$ cat src/rtl/axi_pkg.sv
// Shared AXI read-channel constants and the read sequencer state type.
package axi_pkg;
  localparam logic [2:0] AXI_SIZE_8B    = 3'b011;
  localparam logic [1:0] AXI_BURST_INCR = 2'b01;
  localparam logic [2:0] ARPORT_INSTR   = 3'b100;
  localparam logic [2:0] ARPORT_DATA    = 3'b000;
  localparam int         IFU_ID_DEF     = 0;
  localparam int         LSU_ID_DEF     = 1;

  typedef enum logic [1:0] {IDLE, ADDR, DATA} rd_state_e;
endpackage

$ cat src/rtl/rr_arb2.sv
// Two-way round-robin pick; the pointer remembers the loser of the last grant.
module rr_arb2 (
  input  logic clk,
  input  logic rstn,
  input  logic i_en,
  input  logic i_req_ifu,
  input  logic i_req_lsu,
  output logic o_gnt_ifu,
  output logic o_gnt_lsu
);
  logic r_ptr_lsu;
  logic w_pick_lsu;

  assign w_pick_lsu = i_req_lsu & (~i_req_ifu | r_ptr_lsu);
  assign o_gnt_lsu  = i_en & w_pick_lsu;
  assign o_gnt_ifu  = i_en & i_req_ifu & ~w_pick_lsu;

  always_ff @(posedge clk or negedge rstn) begin
    if (!rstn) begin
      r_ptr_lsu <= 1'b1;
    end else if (o_gnt_ifu) begin
      r_ptr_lsu <= 1'b1;
    end else if (o_gnt_lsu) begin
      r_ptr_lsu <= 1'b0;
    end
  end
endmodule

$ cat src/rtl/axi_rd_arbiter.sv
// IFU/LSU single-beat read arbiter driving one AXI AR/R pair, one transaction in flight.
module axi_rd_arbiter
  import axi_pkg::*;
#(
  parameter int ADDR_W = 64,
  parameter int DATA_W = 64,
  parameter int ID_W   = 4,
  parameter int IFU_ID = IFU_ID_DEF,
  parameter int LSU_ID = LSU_ID_DEF
) (
  input  logic              clk,
  input  logic              rstn,
  input  logic              ifu_req_valid,
  input  logic [ADDR_W-1:0] ifu_req_addr,
  output logic              ifu_req_ready,
  input  logic              lsu_req_valid,
  input  logic [ADDR_W-1:0] lsu_req_addr,
  output logic              lsu_req_ready,
  input  logic              ifu_flush,
  output logic              ifu_resp_valid,
  output logic              lsu_resp_valid,
  output logic [DATA_W-1:0] resp_data,
  output logic              resp_err,
  output logic [ID_W-1:0]   ARID,
  output logic [ADDR_W-1:0] ARADDR,
  output logic [7:0]        ARLEN,
  output logic [2:0]        ARSIZE,
  output logic [1:0]        ARBURST,
  output logic              ARLOCK,
  output logic [3:0]        ARCACHE,
  output logic [2:0]        ARPORT,
  output logic [3:0]        ARQOS,
  output logic [3:0]        ARREGION,
  output logic              ARVALID,
  input  logic              ARREADY,
  input  logic [ID_W-1:0]   RID,
  input  logic [DATA_W-1:0] RDATA,
  input  logic [1:0]        RRESP,
  input  logic              RLAST,
  input  logic              RVALID,
  output logic              RREADY,
  output rd_state_e         dbg_state
);
  localparam logic [ID_W-1:0] W_IFU_ID = ID_W'(IFU_ID);
  localparam logic [ID_W-1:0] W_LSU_ID = ID_W'(LSU_ID);

  // Handshakes: a request transfers on the cycle req_valid && req_ready, the
  // address on ARVALID && ARREADY, and the data beat on RVALID && RREADY.
  rd_state_e         r_state;
  logic              r_owner_ifu;
  logic              r_drop;
  logic              r_arvalid;
  logic [ADDR_W-1:0] r_araddr;
  logic [ID_W-1:0]   r_arid;
  logic [2:0]        r_arport;
  logic              r_ifu_rv;
  logic              r_lsu_rv;
  logic [DATA_W-1:0] r_resp_data;
  logic              r_resp_err;
  logic              w_idle;
  logic              w_gnt_ifu;
  logic              w_gnt_lsu;
  logic              w_unused;

  // Ready is gated by rstn so it drops together with everything else in reset.
  assign w_idle   = (r_state == IDLE) & rstn;
  assign w_unused = RRESP[0];

  rr_arb2 u_arb (
    .clk       (clk),
    .rstn      (rstn),
    .i_en      (w_idle),
    .i_req_ifu (ifu_req_valid),
    .i_req_lsu (lsu_req_valid),
    .o_gnt_ifu (w_gnt_ifu),
    .o_gnt_lsu (w_gnt_lsu)
  );

  always_ff @(posedge clk or negedge rstn) begin
    if (!rstn) begin
      r_state     <= IDLE;
      r_owner_ifu <= 1'b0;
      r_drop      <= 1'b0;
      r_arvalid   <= 1'b0;
      r_araddr    <= '0;
      r_arid      <= '0;
      r_arport    <= '0;
      r_ifu_rv    <= 1'b0;
      r_lsu_rv    <= 1'b0;
      r_resp_data <= '0;
      r_resp_err  <= 1'b0;
    end else begin
      r_ifu_rv <= 1'b0;
      r_lsu_rv <= 1'b0;
      case (r_state)
        IDLE: begin
          if (w_gnt_ifu || w_gnt_lsu) begin
            r_araddr    <= w_gnt_ifu ? ifu_req_addr : lsu_req_addr;
            r_arid      <= w_gnt_ifu ? W_IFU_ID : W_LSU_ID;
            r_arport    <= w_gnt_ifu ? ARPORT_INSTR : ARPORT_DATA;
            r_owner_ifu <= w_gnt_ifu;
            r_arvalid   <= 1'b1;
            r_state     <= ADDR;
          end
        end
        ADDR: begin
          if (r_owner_ifu && ifu_flush) r_drop <= 1'b1;
          if (ARREADY) begin
            r_arvalid <= 1'b0;
            r_state   <= DATA;
          end
        end
        DATA: begin
          if (RVALID) begin
            r_resp_data <= RDATA;
            r_resp_err  <= RRESP[1] | (RID != r_arid) | ~RLAST;
            r_lsu_rv    <= ~r_owner_ifu;
            r_ifu_rv    <= r_owner_ifu & ~(r_drop | ifu_flush);
            r_drop      <= 1'b0;
            r_state     <= IDLE;
          end else if (r_owner_ifu && ifu_flush) begin
            r_drop <= 1'b1;
          end
        end
        default: r_state <= IDLE;
      endcase
    end
  end

  assign ifu_req_ready  = w_gnt_ifu;
  assign lsu_req_ready  = w_gnt_lsu;
  assign ifu_resp_valid = r_ifu_rv;
  assign lsu_resp_valid = r_lsu_rv;
  assign resp_data      = r_resp_data;
  assign resp_err       = r_resp_err;
  assign ARID           = r_arid;
  assign ARADDR         = r_araddr;
  assign ARPORT         = r_arport;
  assign ARVALID        = r_arvalid;
  assign ARLEN          = 8'd0;
  assign ARSIZE         = AXI_SIZE_8B;
  assign ARBURST        = AXI_BURST_INCR;
  assign ARLOCK         = 1'b0;
  assign ARCACHE        = 4'd0;
  assign ARQOS          = 4'd0;
  assign ARREGION       = 4'd0;
  assign RREADY         = (r_state == DATA);
  assign dbg_state      = r_state;
endmodule

$ cat config.mk
export PLATFORM = sky130hd
export DESIGN_NAME = axi_rd_arbiter
export DESIGN_NICKNAME = d
export VERILOG_FILES = /design/src/rtl/axi_pkg.sv /design/src/rtl/rr_arb2.sv /design/src/rtl/axi_rd_arbiter.sv
export SDC_FILE = /design/constraint.sdc
export NUM_CORES = 1
export LEC_CHECK = 0
export ABC_AREA = 1
export BUFFER_PORTS_ARGS = -buffer_cell sky130_fd_sc_hd__buf_2
export CAP_MARGIN = 30
export CORE_AREA = 2 2 147 149
export CTS_CLUSTER_DIAMETER = 120
export DETAILED_ROUTE_END_ITERATION = 6
export DIE_AREA = 0 0 149 151
export GPL_TIMING_DRIVEN = 0
export PLACE_DENSITY_LB_ADDON = 0.1
export SYNTH_ARGS = -nofsm -noshare
export SYNTH_HDL_FRONTEND = slang
export SYNTH_HIERARCHICAL = 1
export SYNTH_SLANG_ARGS = --single-unit
export TNS_END_PERCENT = 20
$ cat constraint.sdc
create_clock -name clk -period 1.8 [get_ports clk]
set_input_delay 0 -clock clk [delete_from_list [all_inputs] [get_ports clk]]
set_output_delay 0 -clock clk [all_outputs]
set_load 0.05 [all_outputs]
Yosys cells after proc, flatten, opt, wreduce, memory -nomap -nowiden
Index checks and enable logic that the tools add are counted.
Widths: inputs -> output; s select.
{ "word_totals": {"in_bits": 206, "word_cells": 62, "output_inout_bits": 170, "ff_bits": 144} }
{ "op_classes": {"n_eq_ne": 6, "muxes": 19, "bitwise": 15, "n_reduce_logical": 10} }
{ "ops": {"columns": ["operator", "count"], "rows": [
  ["$mux 64", 1],
  ["$mux 1", 11],
  ["$and 1x1->1", 6],
  ["$mux 2", 3],
  ["$pmux 2 s3", 1],
  ["$reduce_and 3->1", 2],
  ["$reduce_bool 2->1", 3],
  ["$not 1->1", 5],
  ["$ne 2x2->1 const B", 2],
  ["$ne 4x4->1", 1],
  ["$or 1x1->1", 4],
  ["$pmux 1 s2", 2],
  ["$reduce_and 2->1", 2],
  ["$mux 3", 1],
  ["$eq 2x1->1 const B", 1],
  ["$eq 2x2->1 const B", 1],
  ["$logic_not 2->1", 1],
  ["$ne 2x1->1 const B", 1],
  ["$logic_and 1x1->1", 1],
  ["$logic_or 1x1->1", 1]
]} }

Depth between registers and ports, before layout
{ "logic_depth": {"word_depth": 8, "ltp_mapped": 13} }

Modules after synthesis
The synthesis kept the hierarchy.
{ "modules_own_cells": {"columns": ["module", "instances", "seq_area_each_um2", "cells_per_inst", "area_per_inst_um2"], "rows": [
  ["axi_rd_arbiter", 1, 3428.3, 842, 6392.4],
  ["rr_arb2", 1, 26.3, 10, 70.1]
]} }

Worst setup path after synthesis
OpenSTA, ideal clock, no wires.
{ "synth_path": {"path_type": "reg-to-reg", "start": "reg r_state[1], in the netlist dbg_state[1]", "end": "reg r_araddr[11], in the netlist ARADDR[11]", "path_buffers": 2, "required_ns": 1.674, "arrival_ns": 2.797, "stages_incl_launch_ff": 12, "period_less_slack_ns": 2.924, "setup_time_ns": 0.126, "slack_ns": -1.124, "path_cell_list": "dfrtp_1 inv_1 ha_1 nand2_1 inv_1 nand2_1 a21oi_1 inv_2 a21oi_4 buf_4 buf_2 o21ai_0"} }
{ "synth_between": {"elab_chain_len": 6, "word_cells_on_any_way": 8, "classes_between": "mux: 1; bitwise: 4; reduce/logical: 3"} }
{ "synth_rtl": {"columns": ["item", "line", "text"], "rows": [
  ["start, declared", "axi_rd_arbiter.sv:49", "rd_state_e r_state;"],
  ["start signal, assigned", "axi_rd_arbiter.sv:81", "r_state <= IDLE;"],
  ["start signal, assigned", "axi_rd_arbiter.sv:103", "r_state <= ADDR;"],
  ["start signal, assigned", "axi_rd_arbiter.sv:110", "r_state <= DATA;"],
  ["$logic_not 2->1 *", "axi_rd_arbiter.sv:66", "assign w_idle = (r_state == IDLE) & rstn;"],
  ["$and 1x1->1 *", "axi_rd_arbiter.sv:66", null],
  ["via w_idle", "axi_rd_arbiter.sv:60", "logic w_idle;"],
  ["$and 1x1->1 * (2 in a row)", "rr_arb2.sv:16", "assign o_gnt_ifu = i_en & i_req_ifu & ~w_pick_lsu;"],
  ["via ifu_req_ready", "axi_rd_arbiter.sv:15", "output logic ifu_req_ready,"],
  ["$logic_or 1x1->1", "axi_rd_arbiter.sv:97", "if (w_gnt_ifu || w_gnt_lsu) begin"],
  ["$reduce_and 2->1 (no line)", null, null],
  ["end signal, assigned", "axi_rd_arbiter.sv:98", "r_araddr <= w_gnt_ifu ? ifu_req_addr : lsu_req_addr;"],
  ["end, declared", "axi_rd_arbiter.sv:53", "logic [ADDR_W-1:0] r_araddr;"]
]} }
The timed path passes the listed nets; every way through them passes the cells marked *.
A chain may end at the register's enable or synchronous reset.

Worst setup path after layout
{ "layout_path": {"start": "reg r_state[1], in the netlist dbg_state[1]", "end": "reg r_araddr[13], in the netlist ARADDR[13]"} }
{ "layout_between": {"elab_chain_len": 6, "word_cells_on_any_way": 8, "classes_between": "mux: 1; bitwise: 4; reduce/logical: 3"} }
{ "layout_rtl": {"columns": ["item", "line"], "rows": [
  ["$logic_not 2->1 *", "axi_rd_arbiter.sv:66"],
  ["$and 1x1->1 *", "axi_rd_arbiter.sv:66"],
  ["via w_idle", "axi_rd_arbiter.sv:60"],
  ["$and 1x1->1 (2 in a row)", "rr_arb2.sv:16"],
  ["$logic_or 1x1->1", "axi_rd_arbiter.sv:97"],
  ["$reduce_and 2->1 (no line)", null]
]} }
Marks and branches as above.

==> reports/summary.txt <==
Layout area overhead: 87.4%
Dpl hpwl: 16,600 um
Post-route ant nets: 0
Slew HR: 0.575
Highest Clock Rate: 0.520 GHz
Clock transition at the registers of the reported paths: 0.07 ns
# diodes: 0
Least-Margin Pin Slew: 0.638 ns
Worst Setup Start Kind: register
Seq/Total Area, Yosys: 0.535
TritonCTS clock tree: yes
Final Cycle Share: 1.07
Average cell area after synthesis: 7.59 sq um
Outcome: finished with violations
Layout Nets: 1,684
WL per Instance: 14.0 um
Worst Skew: 0.0132 ns
Pre-CTS setup slack: -0.419 ns
Post-Syn Instances: 852
Worst-path fanout max: 5
Final Hold Viols: 60
Final setup violation count: 67
GP Congestion: 0.772
Clock H-tree levels: 4
Seq cells post-synth: 138
Post-Route WL: 24,700 um
CP Capture Type: register
Pleak: 0.00677 uW
Clk_lat worst skew: 0.42 ns
MaxCap Viol Count: 0
First-pass GRT wire length: 37,200 um
Post-CTS Hold Buffers: 202
Max VDD drop: 1.09 mV
Drt first pass iters: 4
Failing checks: negative hold slack, negative setup slack
Die height: 151 um
Final Max Slew Viols: 0
Worst Slack Setup Final: -0.123 ns
Final TNS setup: -5.46 ns
Arrival time worst endpoint: 2.22 ns
Most area-consuming cells after synthesis: dfrtp_1, nand2_1, buf_4
Clock tree buffer depth: 2
Ports: 376
Core Rows: 53
Cell variety after synth: 22
Largest net degree at the start of global routing: 79
Setup CP Type: register to register
Core area: 20,800 sq um
Min Tclk post-route: 1.92 ns
Power density cells: 1670 nW/um^2
TritonCTS Buffers: 17
Share of layout cells above drive strength 1: 0.364
Hold slack final: -0.444 ns
Starting Density: 0.310
Initial antenna violation count: 0
Die ar.: 22,500 sq um
RSZ-0062 raised after global routing: true
Sink Count: 138
Yosys top cell by area: dfrtp_1
Vias per cell: 4.21
# DRC: 0
Layout fillers: 1,906
Hold Crit Class: input port to asynchronous set/reset pin
Aggregate global routing overflow: 0
Ys Warns: 6
Vias in the first global route: 7,346
Clk root buf: clkbuf_16
Via count: 7,415
Tot GR Track Use: 0.212
PortBufs: 343
Die width: 149 um
WP data required: 2.10 ns
Cell area after synthesis: 6460 sq um
Synth top area share: 0.530
Starting DRT DRC Count: 208
==> synthesized netlist by cell type <==
| cell type | instances |
|---|---|
| a21oi_1 | 2 |
| a21oi_4 | 1 |
| a22oi_1 | 1 |
| buf_1 | 3 |
| buf_2 | 19 |
| buf_4 | 39 |
| clkbuf_1 | 13 |
| conb_1 | 2 |
| dfrtp_1 | 137 |
| dfstp_2 | 1 |
| ha_1 | 4 |
| inv_1 | 78 |
| inv_2 | 2 |
| nand2_1 | 468 |
| nand2_2 | 1 |
| nand3_1 | 4 |
| nand3_2 | 1 |
| nand4_1 | 2 |
| nor2_1 | 7 |
| nor4_1 | 1 |
| o21ai_0 | 58 |
| o21ai_1 | 8 |
==> layer usage <==
metal / share of wire / GRT usage
met5: 0 / 0
met2: 0.49 / 0.374
met4: 0.026 / 0.0771
met3: 0.084 / 0.0645
met1: 0.40 / 0.244
==> worst paths after layout <==
kind                              start  cells past startpoint  slack [ns]              to
setup / recovery           dbg_state[1]                     14       -0.12      ARADDR[13]
hold / removal                     rstn                      1       -0.44   resp_data[14]
setup reg to reg           dbg_state[1]                     14       -0.12      ARADDR[13]
hold reg to reg                  r_drop                      1        0.42  ifu_resp_valid
max in group asynchronous          rstn                      2        1.39       ARADDR[7]
min in group clk              RDATA[16]                      4        0.31   resp_data[16]
==> cell usage in the layout, fill, tap and decap left out, drive strengths merged <==
master / synthesis / layout
nand2: 469 / 469
buf: 61 / 432
dlygate4sd3: 0 / 202
dfrtp: 137 / 137
inv: 80 / 82
o21ai: 66 / 66
clkbuf: 13 / 33
conb: 2 / 31
nor2: 7 / 7
clkinv: 0 / 7
nand3: 5 / 5
ha: 4 / 4
a21oi: 3 / 3
nand4: 2 / 2
bufinv: 0 / 2
clkinvlp: 0 / 2
nor4: 1 / 1
a22oi: 1 / 1
dfstp: 1 / 1
==> flip-flops by register name, indices dropped and copies added, names as in the netlist <==
name,cells
ARVALID,1
dbg_state,2
ARID,1
resp_data,64
r_drop,1
lsu_resp_valid,1
resp_err,1
ifu_resp_valid,1
u_arb/r_ptr_lsu,1
ARADDR,64
ARPORT,1
==> what timing repair did <==
action | CTS | global route
gates cloned | 4 | 5
buffers inserted | 15 | 4
endpoints found under the setup margin | 99 | 126
endpoints found under the hold margin | 194 | 59
pin swaps | 4 | 1
resized for setup | 89 | 93
==> layout make-up <==
class | count | area [sq um] | area share
buffer | 74 | 616 | 0.0508
clock buffer | 19 | 433 | 0.0357
clock inverter | 13 | 144 | 0.0119
inverter | 80 | 304 | 0.0251
multi-input combinational | 589 | 2610 | 0.215
sequential | 138 | 3460 | 0.285
tap | 275 | 344 | 0.0284
timing repair buffer | 574 | 4210 | 0.347
==> logic make-up after synthesis <==
kind of cell,Yosys count,share of synthesized area
AND/OR/NAND/NOR,484,0.284
buffers and inverters,154,0.116
flip-flops,138,0.535
AO/OA/AOI/OAI,70,0.0563
adder cells (fa/ha/maj),4,0.00774
other,2,0.00116
==> worst max-delay path: stages, from the launching register on <==
cell	delay, ns
dfrtp_2	0.42
inv_2	0.09
ha_4	0.13
nand2_2	0.05
inv_2	0.09
nand2_2	0.07
a21oi_4	0.14
inv_2	0.08
a21oi_4	0.14
buf_12	0.13
buf_8	0.10
buf_16	0.12
buf_12	0.10
buf_8	0.11
o21ai_1	0.06
==> metrics by stage <==
stage               area [sq um]  total power, uW  utilization  instances  hold WS, ns
floorplan                   6640            12700            -        881       -0.296
global placement            8700            15400        0.418       1499        0.186
detailed placement          8730            15500        0.419       1500       0.0289
CTS                        11700            19900        0.563       1753       -0.427
global route               12100            21400        0.582       1762       -0.417
finish                     12100            20200        0.582       1762       -0.444
==> power breakdown <==
part | internal (uW) | switching [uW] | total (uW)
Sequential | 4560 | 732 | 5290
Combinational | 3190 | 8250 | 11400
Clock | 2050 | 1400 | 3460
(Power assumes the default switching activity.)
